`src/rtl/lc3_pkg.sv`:
```
// Shared definitions for the LC-3 fetch/decode controller: state encoding,
// instruction field widths and the opcode extraction helper.
package lc3_pkg;

   localparam int unsigned WORD_W     = 16;
   localparam int unsigned OPCODE_W   = 4;
   localparam int unsigned WAIT_CNT_W = 8;

   typedef enum logic [2:0] {
      IDLE,
      F_MAR,
      F_MEM,
      F_IR,
      DECODE,
      EXEC,
      HALTED,
      FAULT
   } state_t;

   function automatic logic [OPCODE_W-1:0] opcode_of(input logic [WORD_W-1:0] instr);
      return instr[WORD_W-1 -: OPCODE_W];
   endfunction

endpackage

```
`src/rtl/lc3_fetch_ctrl.sv`:
```
// LC-3 instruction fetch/decode sequencer: drives the datapath strobes for
// MAR<-PC, memory read, IR load and decode, with halt/resume and a memory timeout.
module lc3_fetch_ctrl
   import lc3_pkg::*;
#(
   parameter int unsigned MEM_TIMEOUT = 15
) (
   input  logic                clk,
   input  logic                rst,
   input  logic                run,
   input  logic                resume,
   input  logic                halt_req,
   input  logic                mem_ready,
   input  logic                exec_done,
   input  logic [WORD_W-1:0]   ir,
   output logic                gate_pc,
   output logic                ld_mar,
   output logic                ld_pc,
   output logic                mem_en,
   output logic                ld_mdr,
   output logic                gate_mdr,
   output logic                ld_ir,
   output logic                dec_valid,
   output logic [OPCODE_W-1:0] opcode,
   output logic                halted,
   output logic                fault,
   output logic [WORD_W-1:0]   instr_count
);

   localparam logic [WAIT_CNT_W-1:0] WAIT_LAST = WAIT_CNT_W'(MEM_TIMEOUT - 1);

   state_t                state, state_nxt;
   logic [WAIT_CNT_W-1:0] wait_cnt;
   logic                  halt_pending;
   logic [WORD_W-1:0]     count_q;

   always_ff @(posedge clk) begin
      if (rst) begin
         state <= IDLE;
      end else begin
         state <= state_nxt;
      end
   end

   // Wait counter is held at zero outside F_MEM, so it is already clear on entry.
   always_ff @(posedge clk) begin
      if (rst) begin
         wait_cnt     <= '0;
         halt_pending <= 1'b0;
         count_q      <= '0;
      end else begin
         if (state != F_MEM) begin
            wait_cnt <= '0;
         end else if (!mem_ready) begin
            wait_cnt <= wait_cnt + 1'b1;
         end

         if (state_nxt == HALTED && state != HALTED) begin
            halt_pending <= 1'b0;
         end else if (halt_req && state != FAULT && state != HALTED) begin
            halt_pending <= 1'b1;
         end

         if (state == F_IR) begin
            count_q <= count_q + 1'b1;
         end
      end
   end

   always_comb begin
      state_nxt = state;
      unique case (state)
         IDLE:    if (run) state_nxt = F_MAR;
         F_MAR:   state_nxt = F_MEM;
         F_MEM: begin
            if (mem_ready) begin
               state_nxt = F_IR;
            end else if (wait_cnt == WAIT_LAST) begin
               state_nxt = FAULT;
            end
         end
         F_IR:    state_nxt = DECODE;
         DECODE:  state_nxt = EXEC;
         EXEC: begin
            if (exec_done) begin
               state_nxt = (halt_pending || halt_req) ? HALTED : F_MAR;
            end
         end
         HALTED:  if (resume) state_nxt = F_MAR;
         FAULT:   state_nxt = FAULT;
         default: state_nxt = IDLE;
      endcase
   end

   always_comb begin
      gate_pc   = 1'b0;
      ld_mar    = 1'b0;
      ld_pc     = 1'b0;
      mem_en    = 1'b0;
      gate_mdr  = 1'b0;
      ld_ir     = 1'b0;
      dec_valid = 1'b0;
      halted    = 1'b0;
      fault     = 1'b0;
      unique case (state)
         F_MAR: begin
            gate_pc = 1'b1;
            ld_mar  = 1'b1;
            ld_pc   = 1'b1;
         end
         F_MEM:  mem_en = 1'b1;
         F_IR: begin
            gate_mdr = 1'b1;
            ld_ir    = 1'b1;
         end
         DECODE, EXEC: dec_valid = 1'b1;
         HALTED: halted = 1'b1;
         FAULT:  fault = 1'b1;
         default: ;
      endcase
   end

   assign ld_mdr      = (state == F_MEM) && mem_ready;
   assign opcode      = dec_valid ? opcode_of(ir) : '0;
   assign instr_count = count_q;

endmodule

```
`config.mk`:
```
export PLATFORM = sky130hd
export DESIGN_NAME = lc3_fetch_ctrl
export DESIGN_NICKNAME = d
export VERILOG_FILES = /design/src/rtl/lc3_pkg.sv /design/src/rtl/lc3_fetch_ctrl.sv
export SDC_FILE = /design/constraint.sdc
export NUM_CORES = 1
export LEC_CHECK = 0
export CORE_UTILIZATION = 25
export DETAILED_ROUTE_END_ITERATION = 10
export MAX_ROUTING_LAYER = met4
export PLACE_DENSITY_LB_ADDON = 0.08
export SKIP_LAST_GASP = 1
export SLEW_MARGIN = 20
export SYNTH_ARGS = -nofsm -noshare
export SYNTH_HDL_FRONTEND = slang
export SYNTH_SLANG_ARGS = --single-unit
```
`constraint.sdc`:
```
create_clock -name clk -period 2.1 [get_ports clk]
set_clock_uncertainty 0.05 [all_clocks]
set_input_delay 0.42 -clock clk [delete_from_list [all_inputs] [get_ports clk]]
set_output_delay 0.42 -clock clk [all_outputs]
set_load 0.02 [all_outputs]
```
==> metrics.md <==
| Metric | Value |
|---|---|
| CP peak stage delay | `0.41 ns` |
| Global-route wire length before repair | `5.754 mm` |
| Fin. max-slew vios | `0` |
| Net Sw Frac | `26.90%` |
| Rows | `27` |
| Clock-pin slew on the worst setup and hold paths | `0.10 ns` |
| Vias in the first global route | `1217` |
| Achievable frequency | `501.8 MHz` |
| Pre-Repair DR Iteration Count | `4` |
| Synth-to-layout area growth | `38.98%` |
| Crit path cell chain | `buf_4 > nand3b_4 > inv_1 > dlygate4sd2_1` |
| Worst skew pair latency | `0.27 ns` |
| # H-tree levels | `1` |
| Crit-path max FO | `9` |
| Hold Path Class | `reg -> reg` |
| Crit path buffers/inverters | `3` |
| Leakage Power | `0.8157 nW` |
| Sequential area share after synthesis | `39.51%` |
| Tot Pwr | `1.109 mW` |
| Max_cap viols | `0` |
| Final Hold Fails | `0` |
| Power density cells | `562.2 nW/um^2` |
| Period utilisation layout | `94.90%` |
| Diode count | `0` |
| Worst hold path cell count | `2` |
| Net Sw Power | `298.2 uW` |
| Crit-path leading delay family | `buffers and inverters` |
| Syn_nets | `195` |
| Final antenna-violating net count | `0` |
| WL per Instance | `12.10 um` |
| Initial core utilization | `25.93%` |
| Crit path kind | `reg -> out` |
| Largest net degree at the start of global routing | `18` |
| Drt drc | `0` |
| Reg2Reg Depth | `5` |
| Final design utilization | `36.03%` |
| Die span in y | `77.34 um` |
| Commonest cells after routing, fill and taps aside | `dfxtp_1 (26), clkdlybuf4s50_1 (26), nor2_1 (24)` |
| CP Data Required Time | `1.63 ns` |
| Clock period minus worst slack | `1.993 ns` |
| Synth Warn # | `0` |
| # setup viols final | `0` |
| HP Start | `instr_count[15]$_SDFFE_PP0P_` |
| Detailed-route vias per instance | `4.613` |
| Port bufs | `40` |
| Tightest Pin Transition | `0.4096 ns` |
| Syn Inst Count | `169` |
| P_int | `810.4 uW` |
| Clock power frac | `30.5%` |
| Post-CTS Setup Inserts | `0` |
| Crit path DAT | `1.52 ns` |
| Nature of the critical path startpoint | `flop` |
| Grt ovf | `0` |
| Yosys reg bits | `28` |
| CTS tree | `built` |
| FF-to-FF End | `instr_count[15]$_SDFFE_PP0P_` |
| Mapped Avg Cell Area | `8.396 um^2` |
| CP max stage cell | `dfxtp_1` |
| Total track usage | `12.34%` |
| Worst-case clock buffer depth | `2` |
| Fraction of final layout cells sized beyond drive strength 1 | `9.048%` |
| # clock sinks | `28` |
| Crit end category | `output pin` |
| Detailed-placement wirelength estimate | `2.588 mm` |
| Sequential power share | `50.7%` |
| I/O pins | `53` |
| Width of the die | `77.34 um` |
| Core area | `5473 um^2` |
| Die ar. | `5981 um^2` |
| Starting DRT DRC Count | `65` |
| Synth unique cells | `38` |
| Max transition margin | `71.99%` |
| Hold Path End | `instr_count[15]$_SDFFE_PP0P_` |
| R2r startpoint | `state[0]$_SDFF_PP0_` |
| Initial antenna violation count | `0` |
| Synthesized area | `1419 um^2` |
| RSZ-0062 raised after global routing | `no` |
| Logic pwr share | `18.8%` |
| RD Place Congestion | `0.7339` |
| Status | `finished, final reports clean` |
| Final #Nets | `237` |
| Maximum vdd drop | `0.0001971 V` |
| CTS Buf Count | `3` |
| R2r setup slk | `0.30 ns` |
| CTS root buffer | `clkbuf_8` |
| Via count | `1301` |
| Layout fillers | `583` |
| Post-Route WL | `3.413 mm` |
## metal layers
metal | vias to the layer above | wire, um | GRT usage (%)
met1 | 604 | 1677 | 15.41
met2 | 31 | 1559 | 20.27
met5 | - | 0 | -
met3 | 4 | 140 | 2.000
met4 | 0 | 35 | 3.962
li1 | 662 | - | -
## repair_timing
action	in CTS	in global routing
hold buffers	0	0
gates resized for setup	12	6
setup endpoints to repair	14	4
## power groups by stage
stage	clock [mW]	sequential [mW]	combinational [mW]
floorplan	0	0.568	0.137
global placement	0	0.571	0.224
detailed placement	0	0.572	0.225
CTS	0.354	0.561	0.211
global route	0.380	0.566	0.225
finish	0.338	0.563	0.208
## worst min-delay path: cells and delay by family (launching register included)
kind | cells | cell delay (ns)
flip-flops | 1 | 0.33
AO/OA/AOI/OAI | 2 | 0.11
## sequential cells by signal (all words and copies together), names as in the netlist
| name | flops |
|---|---|
| state | 3 |
| wait_cnt | 8 |
| instr_count | 16 |
| halt_pending | 1 |
## stage by stage
stage	setup slack, ns	hold slack [ns]	cells	area (um^2)	setup TNS [ns]
5_1_grt	0.008024	0.4918	282	1972	0
3_5_place_dp	-0.02123	0.4276	278	1909	-0.02123
6_report	0.1071	0.4405	282	1972	0
2_1_floorplan	0.1413	0.4344	169	1419	0
3_3_place_gp	0.01265	0.4208	278	1909	0
4_1_cts	-0.1639	0.4439	282	1956	-0.5418
## worst max path at each step
stage	from	end	slack (ns)	cells after the start
6_report	state[0]$_SDFF_PP0_	ld_ir	0.11	4
2_1_floorplan	state[2]$_SDFF_PP0_	ld_mdr	0.14	3
5_1_grt	state[0]$_SDFF_PP0_	ld_ir	0.008	4
3_5_place_dp	ir[14]	opcode[2]	-0.02	3
3_3_place_gp	mem_ready	ld_mdr	0.01	3
4_1_cts	state[2]$_SDFF_PP0_	opcode[2]	-0.16	3
## cell families (layout without fill, tap and decap cells)
group,count (synthesis),in the layout,synth area share [%]
AOI/OAI and AO/OA,24,24,10.14
xor gates and xnor gates,17,17,10.49
adders and majority gates,3,3,2.646
buffers and inverters,15,56,5.556
DFF,28,28,39.51
and+or+nand+nor,82,82,31.66
## layout make-up
class                      count  area, um^2  area share (%)
tap                           72       90.09           4.569
clock buffer                   4       55.05           2.792
multi-input combinational    126       787.0           39.91
timing repair buffer          49       465.4           23.60
inverter                       3       11.26          0.5711
sequential                    28       563.0           28.55
## cell usage after synthesis, drive strengths merged
| master | count | area share (%) |
|---|---|---|
| o22a | 1 | 0.62 |
| o211ai | 1 | 0.53 |
| nand3b | 1 | 1.4 |
| a21oi | 11 | 3.9 |
| o21ai | 5 | 1.8 |
| o31ai | 1 | 0.53 |
| nand4bb | 1 | 0.79 |
| and4b | 2 | 1.4 |
| o22ai | 1 | 0.44 |
| or3 | 4 | 1.8 |
| a311oi | 1 | 0.62 |
| nand2b | 3 | 1.3 |
| nand4b | 1 | 0.62 |
| nand3 | 8 | 2.8 |
| and2 | 6 | 2.6 |
| a22o | 1 | 0.62 |
| and3 | 3 | 1.3 |
| nor3 | 4 | 1.4 |
| and4 | 1 | 0.62 |
| xnor2 | 8 | 4.9 |
| nor4 | 3 | 1.3 |
| a2111oi | 1 | 0.62 |
| inv | 3 | 0.79 |
| ha | 3 | 2.6 |
| nor3b | 1 | 0.53 |
| nor2b | 2 | 0.88 |
| a211oi | 1 | 0.53 |
| or4 | 1 | 0.53 |
| nand2 | 10 | 2.6 |
| dfxtp | 28 | 40 |
| buf | 5 | 2.9 |
| nand4 | 5 | 2.2 |
| xor2 | 9 | 5.6 |
| nor2 | 24 | 6.3 |
| clkbuf | 7 | 1.9 |
| or2 | 2 | 1.1 |
Power figures use the tool's default switching activity.
